### src/rtl/sincronizador_vga_pkg.sv
// Shared VGA timing package: default 640x480@60 constants, derived totals and
// sync windows, plus helpers so pixel-generation blocks derive the same values.
package sincronizador_vga_pkg;

    localparam int unsigned CNT_W = 10;

    typedef logic [CNT_W-1:0] pix_t;

    localparam int unsigned H_DISPLAY_DEF = 640;
    localparam int unsigned H_FRONT_DEF   = 16;
    localparam int unsigned H_SYNC_DEF    = 96;
    localparam int unsigned H_BACK_DEF    = 48;
    localparam int unsigned V_DISPLAY_DEF = 480;
    localparam int unsigned V_FRONT_DEF   = 10;
    localparam int unsigned V_SYNC_DEF    = 2;
    localparam int unsigned V_BACK_DEF    = 33;

    // Total period of one axis (line or frame) in counts.
    function automatic int unsigned timing_total(input int unsigned disp, input int unsigned front,
                                                 input int unsigned sync, input int unsigned back);
        return disp + front + sync + back;
    endfunction

    // First count of the sync pulse.
    function automatic int unsigned sync_start(input int unsigned disp, input int unsigned front);
        return disp + front;
    endfunction

    // Last count of the sync pulse (inclusive).
    function automatic int unsigned sync_end(input int unsigned disp, input int unsigned front,
                                             input int unsigned sync);
        return disp + front + sync - 1;
    endfunction

    localparam int unsigned H_TOTAL_DEF =
        timing_total(H_DISPLAY_DEF, H_FRONT_DEF, H_SYNC_DEF, H_BACK_DEF);
    localparam int unsigned V_TOTAL_DEF =
        timing_total(V_DISPLAY_DEF, V_FRONT_DEF, V_SYNC_DEF, V_BACK_DEF);
    localparam int unsigned HS_START_DEF = sync_start(H_DISPLAY_DEF, H_FRONT_DEF);
    localparam int unsigned HS_END_DEF   = sync_end(H_DISPLAY_DEF, H_FRONT_DEF, H_SYNC_DEF);
    localparam int unsigned VS_START_DEF = sync_start(V_DISPLAY_DEF, V_FRONT_DEF);
    localparam int unsigned VS_END_DEF   = sync_end(V_DISPLAY_DEF, V_FRONT_DEF, V_SYNC_DEF);

endpackage

### src/rtl/sincronizador_vga_if.sv
// VGA timing bundle.
// master: driven by sincronizador_vga; slave: consumed by pixel generators.
//   hsync/vsync (active low), video_on, pixel_x/pixel_y, line_tick, frame_tick
interface sincronizador_vga_if;
    import sincronizador_vga_pkg::*;

    logic hsync;
    logic vsync;
    logic video_on;
    pix_t pixel_x;
    pix_t pixel_y;
    logic line_tick;
    logic frame_tick;

    modport master (
        output hsync, vsync, video_on, pixel_x, pixel_y, line_tick, frame_tick
    );

    modport slave (
        input hsync, vsync, video_on, pixel_x, pixel_y, line_tick, frame_tick
    );
endinterface

### src/rtl/sincronizador_vga_contador_mod.sv
// Mod-N counter with enable and synchronous reset to N-1.
//   clk, reset (sync, active high), en_i
//   count_o      : registered count
//   count_next_c : value the count takes at the next edge when reset is low
//   wrap_c       : count is N-1 and enabled, so it returns to 0 next edge
module contador_mod #(
    parameter int unsigned N = 800,
    parameter int unsigned W = 10
) (
    input  logic         clk,
    input  logic         reset,
    input  logic         en_i,
    output logic [W-1:0] count_o,
    output logic [W-1:0] count_next_c,
    output logic         wrap_c
);

    localparam logic [W-1:0] LAST = W'(N - 1);

    logic [W-1:0] count_q;
    logic [W-1:0] count_d;

    // Next-count logic; reset is handled in the register.
    always_comb begin
        count_d = count_q;
        wrap_c  = en_i && (count_q == LAST);
        if (wrap_c) begin
            count_d = '0;
        end else if (en_i) begin
            count_d = count_q + W'(1);
        end
    end

    always_ff @(posedge clk) begin
        if (reset) begin
            count_q <= LAST;
        end else begin
            count_q <= count_d;
        end
    end

    assign count_o      = count_q;
    assign count_next_c = count_d;

endmodule

### src/rtl/sincronizador_vga.sv
// VGA sync generator: free-running horizontal/vertical counters with
// registered sync, blanking and tick outputs aligned to pixel_x/pixel_y.
//   clk   : pixel clock
//   reset : synchronous, active high; parks counters at the last pixel of a frame
//   vga   : timing outputs (master modport)
module sincronizador_vga
    import sincronizador_vga_pkg::*;
#(
    parameter int unsigned H_DISPLAY = H_DISPLAY_DEF,
    parameter int unsigned H_FRONT   = H_FRONT_DEF,
    parameter int unsigned H_SYNC    = H_SYNC_DEF,
    parameter int unsigned H_BACK    = H_BACK_DEF,
    parameter int unsigned V_DISPLAY = V_DISPLAY_DEF,
    parameter int unsigned V_FRONT   = V_FRONT_DEF,
    parameter int unsigned V_SYNC    = V_SYNC_DEF,
    parameter int unsigned V_BACK    = V_BACK_DEF
) (
    input  logic                 clk,
    input  logic                 reset,
    sincronizador_vga_if.master  vga
);

    localparam int unsigned H_TOTAL = timing_total(H_DISPLAY, H_FRONT, H_SYNC, H_BACK);
    localparam int unsigned V_TOTAL = timing_total(V_DISPLAY, V_FRONT, V_SYNC, V_BACK);

    localparam pix_t HS_START = pix_t'(sync_start(H_DISPLAY, H_FRONT));
    localparam pix_t HS_END   = pix_t'(sync_end(H_DISPLAY, H_FRONT, H_SYNC));
    localparam pix_t VS_START = pix_t'(sync_start(V_DISPLAY, V_FRONT));
    localparam pix_t VS_END   = pix_t'(sync_end(V_DISPLAY, V_FRONT, V_SYNC));
    localparam pix_t H_VIS    = pix_t'(H_DISPLAY);
    localparam pix_t V_VIS    = pix_t'(V_DISPLAY);

    pix_t x_q, x_next;
    pix_t y_q, y_next;
    logic h_wrap, v_wrap;

    logic hsync_q,      hsync_d;
    logic vsync_q,      vsync_d;
    logic video_on_q,   video_on_d;
    logic line_tick_q,  line_tick_d;
    logic frame_tick_q, frame_tick_d;

    contador_mod #(.N(H_TOTAL), .W(CNT_W)) u_cnt_h (
        .clk          (clk),
        .reset        (reset),
        .en_i         (1'b1),
        .count_o      (x_q),
        .count_next_c (x_next),
        .wrap_c       (h_wrap)
    );

    contador_mod #(.N(V_TOTAL), .W(CNT_W)) u_cnt_v (
        .clk          (clk),
        .reset        (reset),
        .en_i         (h_wrap),
        .count_o      (y_q),
        .count_next_c (y_next),
        .wrap_c       (v_wrap)
    );

    // Outputs are decoded from the counters' next values so that, once
    // registered, they describe the pixel the counters present in that cycle.
    always_comb begin
        hsync_d      = !((x_next >= HS_START) && (x_next <= HS_END));
        vsync_d      = !((y_next >= VS_START) && (y_next <= VS_END));
        video_on_d   = (x_next < H_VIS) && (y_next < V_VIS);
        line_tick_d  = h_wrap;
        frame_tick_d = h_wrap && v_wrap;
    end

    // Reset values match the parked position (last pixel of the frame).
    always_ff @(posedge clk) begin
        if (reset) begin
            hsync_q      <= 1'b1;
            vsync_q      <= 1'b1;
            video_on_q   <= 1'b0;
            line_tick_q  <= 1'b0;
            frame_tick_q <= 1'b0;
        end else begin
            hsync_q      <= hsync_d;
            vsync_q      <= vsync_d;
            video_on_q   <= video_on_d;
            line_tick_q  <= line_tick_d;
            frame_tick_q <= frame_tick_d;
        end
    end

    assign vga.pixel_x    = x_q;
    assign vga.pixel_y    = y_q;
    assign vga.hsync      = hsync_q;
    assign vga.vsync      = vsync_q;
    assign vga.video_on   = video_on_q;
    assign vga.line_tick  = line_tick_q;
    assign vga.frame_tick = frame_tick_q;

endmodule

### src/flat_wrapper.sv
// flat-port wrapper written by rule: the top's interface ports become plain ports
module sincronizador_vga_flat import sincronizador_vga_pkg::*;
#(
    parameter int unsigned H_DISPLAY = H_DISPLAY_DEF,
    parameter int unsigned H_FRONT   = H_FRONT_DEF,
    parameter int unsigned H_SYNC    = H_SYNC_DEF,
    parameter int unsigned H_BACK    = H_BACK_DEF,
    parameter int unsigned V_DISPLAY = V_DISPLAY_DEF,
    parameter int unsigned V_FRONT   = V_FRONT_DEF,
    parameter int unsigned V_SYNC    = V_SYNC_DEF,
    parameter int unsigned V_BACK    = V_BACK_DEF
)
  (clk, reset, vga_hsync, vga_vsync, vga_video_on, vga_pixel_x, vga_pixel_y, vga_line_tick, vga_frame_tick);
  sincronizador_vga_if vga_i ();
  input  logic clk;
  input  logic reset;
  output wire logic [$bits(vga_i.hsync)-1:0] vga_hsync;
  output wire logic [$bits(vga_i.vsync)-1:0] vga_vsync;
  output wire logic [$bits(vga_i.video_on)-1:0] vga_video_on;
  output wire logic [$bits(vga_i.pixel_x)-1:0] vga_pixel_x;
  output wire logic [$bits(vga_i.pixel_y)-1:0] vga_pixel_y;
  output wire logic [$bits(vga_i.line_tick)-1:0] vga_line_tick;
  output wire logic [$bits(vga_i.frame_tick)-1:0] vga_frame_tick;
  assign vga_hsync = vga_i.hsync;
  assign vga_vsync = vga_i.vsync;
  assign vga_video_on = vga_i.video_on;
  assign vga_pixel_x = vga_i.pixel_x;
  assign vga_pixel_y = vga_i.pixel_y;
  assign vga_line_tick = vga_i.line_tick;
  assign vga_frame_tick = vga_i.frame_tick;
  sincronizador_vga #(.H_DISPLAY(H_DISPLAY), .H_FRONT(H_FRONT), .H_SYNC(H_SYNC), .H_BACK(H_BACK), .V_DISPLAY(V_DISPLAY), .V_FRONT(V_FRONT), .V_SYNC(V_SYNC), .V_BACK(V_BACK)) u_core (.clk(clk), .reset(reset), .vga(vga_i));
endmodule
### config.mk
export PLATFORM = sky130hd
export DESIGN_NAME = sincronizador_vga_flat
export DESIGN_NICKNAME = d
export VERILOG_FILES = /design/src/rtl/sincronizador_vga_pkg.sv /design/src/rtl/sincronizador_vga_if.sv /design/src/rtl/sincronizador_vga_contador_mod.sv /design/src/rtl/sincronizador_vga.sv /design/src/flat_wrapper.sv
export SDC_FILE = /design/constraint.sdc
export NUM_CORES = 1
export LEC_CHECK = 0
export CELL_PAD_IN_SITES_DETAIL_PLACEMENT = 1
export CELL_PAD_IN_SITES_GLOBAL_PLACEMENT = 2
export CORE_ASPECT_RATIO = 1.1
export CORE_MARGIN = 5
export CORE_UTILIZATION = 32
export DETAILED_ROUTE_END_ITERATION = 16
export GPL_ROUTABILITY_DRIVEN = 0
export GPL_TIMING_DRIVEN = 0
export PLACE_DENSITY = 0.84
export SLEW_MARGIN = 20
export SYNTH_ARGS = -nofsm -noshare
export SYNTH_HDL_FRONTEND = slang
export SYNTH_SLANG_ARGS = --single-unit
### constraint.sdc
create_clock -name clk -period 4.65 [get_ports clk]
set_clock_uncertainty 0.2 [all_clocks]
set_input_delay 0.93 -clock clk [delete_from_list [all_inputs] [get_ports clk]]
set_output_delay 0.93 -clock clk [all_outputs]
set_load 0.02 [all_outputs]
* Word-level counts from Yosys, hierarchy flattened
Cells that the tools add are included.
Storage, ports and cells: register bits 25, input port bits 2, word-level logic and storage cells 27
Cells by class: reductions and logical operators 7, multiplexer cells 3, $add $sub $neg 2, magnitude comparators 6, eq/ne operators 2
Operators with widths (count):
- two-way mux 10 bit | 3
- adder 10 x 1 -> 10 bit (second input constant) | 2
- == test 10 bit (second input constant) | 2
- >= comparator 10 bit (second input constant) | 1
- >= comparator 10 x 9 -> 1 bit (second input constant) | 1
- less-or-equal comparator 10 bit (second input constant) | 1
- less-or-equal comparator 10 x 9 -> 1 bit (second input constant) | 1
- < comparator 10 bit (second input constant) | 1
- < comparator 10 x 9 -> 1 bit (second input constant) | 1
- logical AND 1 bit | 5
- logical NOT 1 bit | 2

* Logic depth before layout (Yosys ltp)
depth in word-level cells 6, mapped depth 7, gate-level depth less buffers 7

* Hierarchy
From an unflattened synthesis, not the netlist that was laid out.
Second synthesis, totals: cells, all modules 142, area total of the unflattened synthesis 1277.5 µm²
By module, submodules not included:
- contador_mod (u_core.u_cnt_v) | times used 1, seq. area each 200.2 µm², cells each 70, area each 576.8 µm²
- contador_mod (u_core.u_cnt_h) | times used 1, seq. area each 200.2 µm², cells each 55, area each 518.0 µm²
- sincronizador_vga | times used 1, seq. area each 100.1 µm², cells each 17, area each 182.7 µm²

* Worst setup path after synthesis
OpenSTA, ideal clock, no wires.
kind reg-to-reg, start reg u_core.u_cnt_h.count_q[1] (netlist: u_core.u_cnt_h.count_o[1]), end reg u_core.vsync_q (netlist: u_core.vga.vsync), required time 4310 ps, library setup time 140 ps, clock period less this slack 2650 ps, slack 2000 ps, data arrival time 2309 ps, stages on the path, launching flop included 8, cells stage by stage dfxtp_1 ha_1 clkbuf_1 nand4_1 nor4_2 mux2_2 a31oi_1 o2111ai_1
On the way: cells in the longest elaborated chain, start to end 6, elaborated cells between the ends (all ways) 8, those cells by class 2 x order compare; 1 x eq/ne; 2 x mux; 3 x reduce/logical
Ends and longest elaborated chain:
- start, declared | line sincronizador_vga_contador_mod.sv:20 | logic [W-1:0] count_q;
- start signal, assigned | line sincronizador_vga_contador_mod.sv:38 | count_q <= count_d;
- == test 10 bit * | line sincronizador_vga_contador_mod.sv:26 | wrap_c = en_i && (count_q == LAST);
- two-way mux 10 bit / logical AND 1 bit (equally long branches) | line sincronizador_vga_contador_mod.sv:29, sincronizador_vga_contador_mod.sv:26
- two-way mux 10 bit * | line sincronizador_vga_contador_mod.sv:27 | if (wrap_c) begin
- >= comparator 10 x 9 -> 1 bit / less-or-equal comparator 10 x 9 -> 1 bit (equally long branches) | line sincronizador_vga.sv:65 | vsync_d = !((y_next >= VS_START) && (y_next <= VS_END));
- logical AND 1 bit * | line sincronizador_vga.sv:65
- logical NOT 1 bit * | line sincronizador_vga.sv:65
- end signal, assigned | line sincronizador_vga.sv:81 | vsync_q <= vsync_d;
- end, declared | line sincronizador_vga.sv:38 | logic vsync_q, vsync_d;
Mark *: on every way between the ends. The rest lies on a longest branch, timed or not. A chain may end at the register's enable or synchronous reset.

* Worst setup path after layout
Same ends and word-level chain as after synthesis.

==> metrics.cfg <==
[status]
outcome=completed

[timing]
slew_headroom_pct=65.5
rsz0062_at_grt=false
fmax_mhz=325
post-route-period-util_pct=66.1
fin_crit_ns=3.07
tns_ns=0
hold_viol=0
worst_slew_pin_slew_ns=0.516
setup_viol=0
drv_slew=0

[route]
vias_per_cell=5.31
drc_errors=0
drt-total-wl_mm=3.96
antenna_left=0
vias=1337
drt-initial-drc-count=75
dr.pass1.iters=4
drt-wirelength-per-cell_microns=15.7

[global_route]
grt_max_degree=14
antenna_found_initial=0
grt_pass1_vias=1382
track_usage_pct=14.1
grt_pass1_wl_mm=6.61
grt-ovfl-total=0

[yosys]
yosys.cell_types.count=48
netlist.area_leader.share_pct=35.2
yosys_warnings=0
yosysMostFrequentCell=dfxtp_1
syn_avg_cell_area_sq_um=8.40
synth_ff_type=dfxtp_1
synth-seq-cells=25
synth_cells=169
synth_area_leader_cell=dfxtp_1
netlist_top_cells_count=dfxtp_1 (25), nand2_1 (19), nor2_1 (13), clkbuf_1 (9)
netlist_area_sq_um=1420
syn-num-nets=175
synth_edf_count=0
synth_seq_area_share_pct=35.2
synth_area_leaders=dfxtp_1 (35%), nand2_1 (5.0%), xor2_1 (3.7%)
async_flop_share_pct=0

[power_and_ir_drop]
power.density_nw_per_um2=601
peakVddDrop_uv=191
pwr-share-clk_pct=11.8
p_comb_share_pct=56.2
p_leak_nw=0.663
p_sw_mw=0.485
seq_power_share_pct=32.0
swShare_pct=45.3
power.internal_mw=0.586

[floorplan]
start_util_pct=33.1
die_w_microns=73.5
io_pins=27
die-area_sq_um=5870
coreArea_sq_um=4290
die_h_microns=79.9
num_rows=25

[cts]
ctsHoldBuffers=0
path_clk_slew_ns=0.08
cts_tree=built
cts_max_level=1
clock_sinks=25
cts_buffer_depth=2
cts_root_buf=clkbuf_8
cts-resized-gates=0
clk_latency_ns=0.26
postCtsSetupBuffers=0
cts_buffers=3

[cells_and_area]
syn2layout_area_growth_pct=25.6
finalInstanceArea_sq_um=1780
drive_gt1_share_pct=7.58
num_antenna_cells=0
nets=205

[worst_setup_path]
crit_buf_inv=1
crit_required_ns=4.57
end_kind=register
path_class=register to register
cp_slowest_cell=nor4_2
slowest_delay_ns=0.58
ff2ff_path_depth=7
cp_max_fo=8
critPathLaunchType=register
cp_top_family=simple AND/OR/NAND/NOR gates
cp_num_cells=7
crit_chain=ha_1 > clkbuf_1 > nand4_1 > nor4_2 > mux2_2 > a31oi_1 > o2111ai_1
crit_arrival_ns=2.99

[placed_design]
port_buffers=25
hpwl_mm=3.02
dpl_cell_area_sq_um=1740

[worst_hold_path]
worst_hold_path_type=register to register
holdPathStages=2

[run]
cap_viol_max_count=0

routing by layer:
metal / share of wire [%] / vias to the layer above / track usage [%]
met5: 0 / - / 0
met3: 3.5 / 2 / 1.64
met1: 46 / 645 / 17.8
met4: 0.48 / 0 / 3.44
met2: 50 / 23 / 24.8
li1: - / 667 / -
path summary, 6_finish.rpt:
kind | start | end | slack (ns)
max | u_core.u_cnt_h.count_o[1]$_SDFF_PP1_ | u_core.vga.vsync$_SDFF_PP1_ | 1.58
min | u_core.u_cnt_v.count_o[0]$_SDFF_PP0_ | u_core.u_cnt_v.count_o[0]$_SDFF_PP0_ | 0.33
max reg2reg | u_core.u_cnt_h.count_o[1]$_SDFF_PP1_ | u_core.vga.vsync$_SDFF_PP1_ | 1.58
min reg2reg | u_core.u_cnt_v.count_o[0]$_SDFF_PP0_ | u_core.u_cnt_v.count_o[0]$_SDFF_PP0_ | 0.33
flip-flops by register name, summed over array words and instances, names as in the netlist:
name	cells
u_core.u_cnt_v.count_o	10
u_core.vga.video_on	1
u_core.vga.hsync	1
u_core.u_cnt_h.count_o	10
u_core.vga.vsync	1
u_core.vga.line_tick	1
u_core.vga.frame_tick	1
logic make-up (layout without fill, tap and decap cells):
group                    after synthesis  in the layout  synth area share, %
buffers and inverters                 14             43                 3.70
flip-flops                            25             25                 35.2
AO/OA/AOI/OAI                         32             32                 15.7
AND/OR/NAND/NOR                       82             82                 34.2
XOR/XNOR                              10             10                 6.17
adder cells (fa/ha/maj)                4              4                 3.52
multiplexers                           2              2                 1.50
layout by cell type (no fill, tap or decap), types with 2 or more instances in the layout:
| cell type | synthesis | final |
|---|---|---|
| a21o_1 | 4 | 4 |
| a21oi_1 | 6 | 6 |
| a221o_1 | 2 | 2 |
| and3_1 | 5 | 5 |
| and4_1 | 2 | 2 |
| clkbuf_1 | 9 | 10 |
| clkbuf_8 | 0 | 3 |
| clkdlybuf4s50_1 | 0 | 25 |
| dfxtp_1 | 25 | 25 |
| ha_1 | 4 | 4 |
| inv_1 | 5 | 5 |
| nand2_1 | 19 | 19 |
| nand2b_1 | 2 | 2 |
| nand3_1 | 7 | 7 |
| nand3b_1 | 4 | 4 |
| nand4_1 | 4 | 4 |
| nor2_1 | 13 | 13 |
| nor2b_1 | 3 | 3 |
| nor3_1 | 7 | 7 |
| o21ai_0 | 7 | 7 |
| or2_2 | 2 | 2 |
| or3_1 | 3 | 3 |
| xnor2_1 | 4 | 4 |
| xor2_1 | 6 | 6 |
power groups by stage:
stage	Combinational, mW	Sequential, mW	Clock [mW]
detailed placement	0.606	0.347	0
global route	0.658	0.354	0.145
floorplan	0.342	0.394	0
finish	0.602	0.343	0.126
global placement	0.592	0.342	0
CTS	0.608	0.342	0.133
worst register-to-register path, delay by kind of cell (launching register included):
kind | cells | cell delay, ns
compound gates | 2 | 0.44
flops | 1 | 0.47
buf+inv | 1 | 0.29
simple gates | 2 | 0.94
fa+ha+maj | 1 | 0.19
mux | 1 | 0.39
metrics by stage:
step | instances | total power [mW] | utilization (%) | hold WS (ns) | worst slack (ns)
2_1_floorplan | 169 | 0.736 | - | 0.375 | 2.00
3_3_place_gp | 248 | 0.934 | 40.6 | 0.315 | 1.62
3_5_place_dp | 248 | 0.953 | 40.6 | 0.327 | 1.63
4_1_cts | 252 | 1.08 | 41.6 | 0.344 | 1.59
5_1_grt | 252 | 1.16 | 41.6 | 0.379 | 1.32
6_report | 252 | 1.07 | 41.6 | 0.328 | 1.58
layout make-up:
class,instances,area (sq um)
buffer,9,33.8
tap,54,67.6
timing repair buffer,25,250
inverter,5,18.8
clock buffer,4,45.0
sequential,25,500
multi-input combinational,130,867
fill,510,2500
Power figures use the tool's default switching activity.
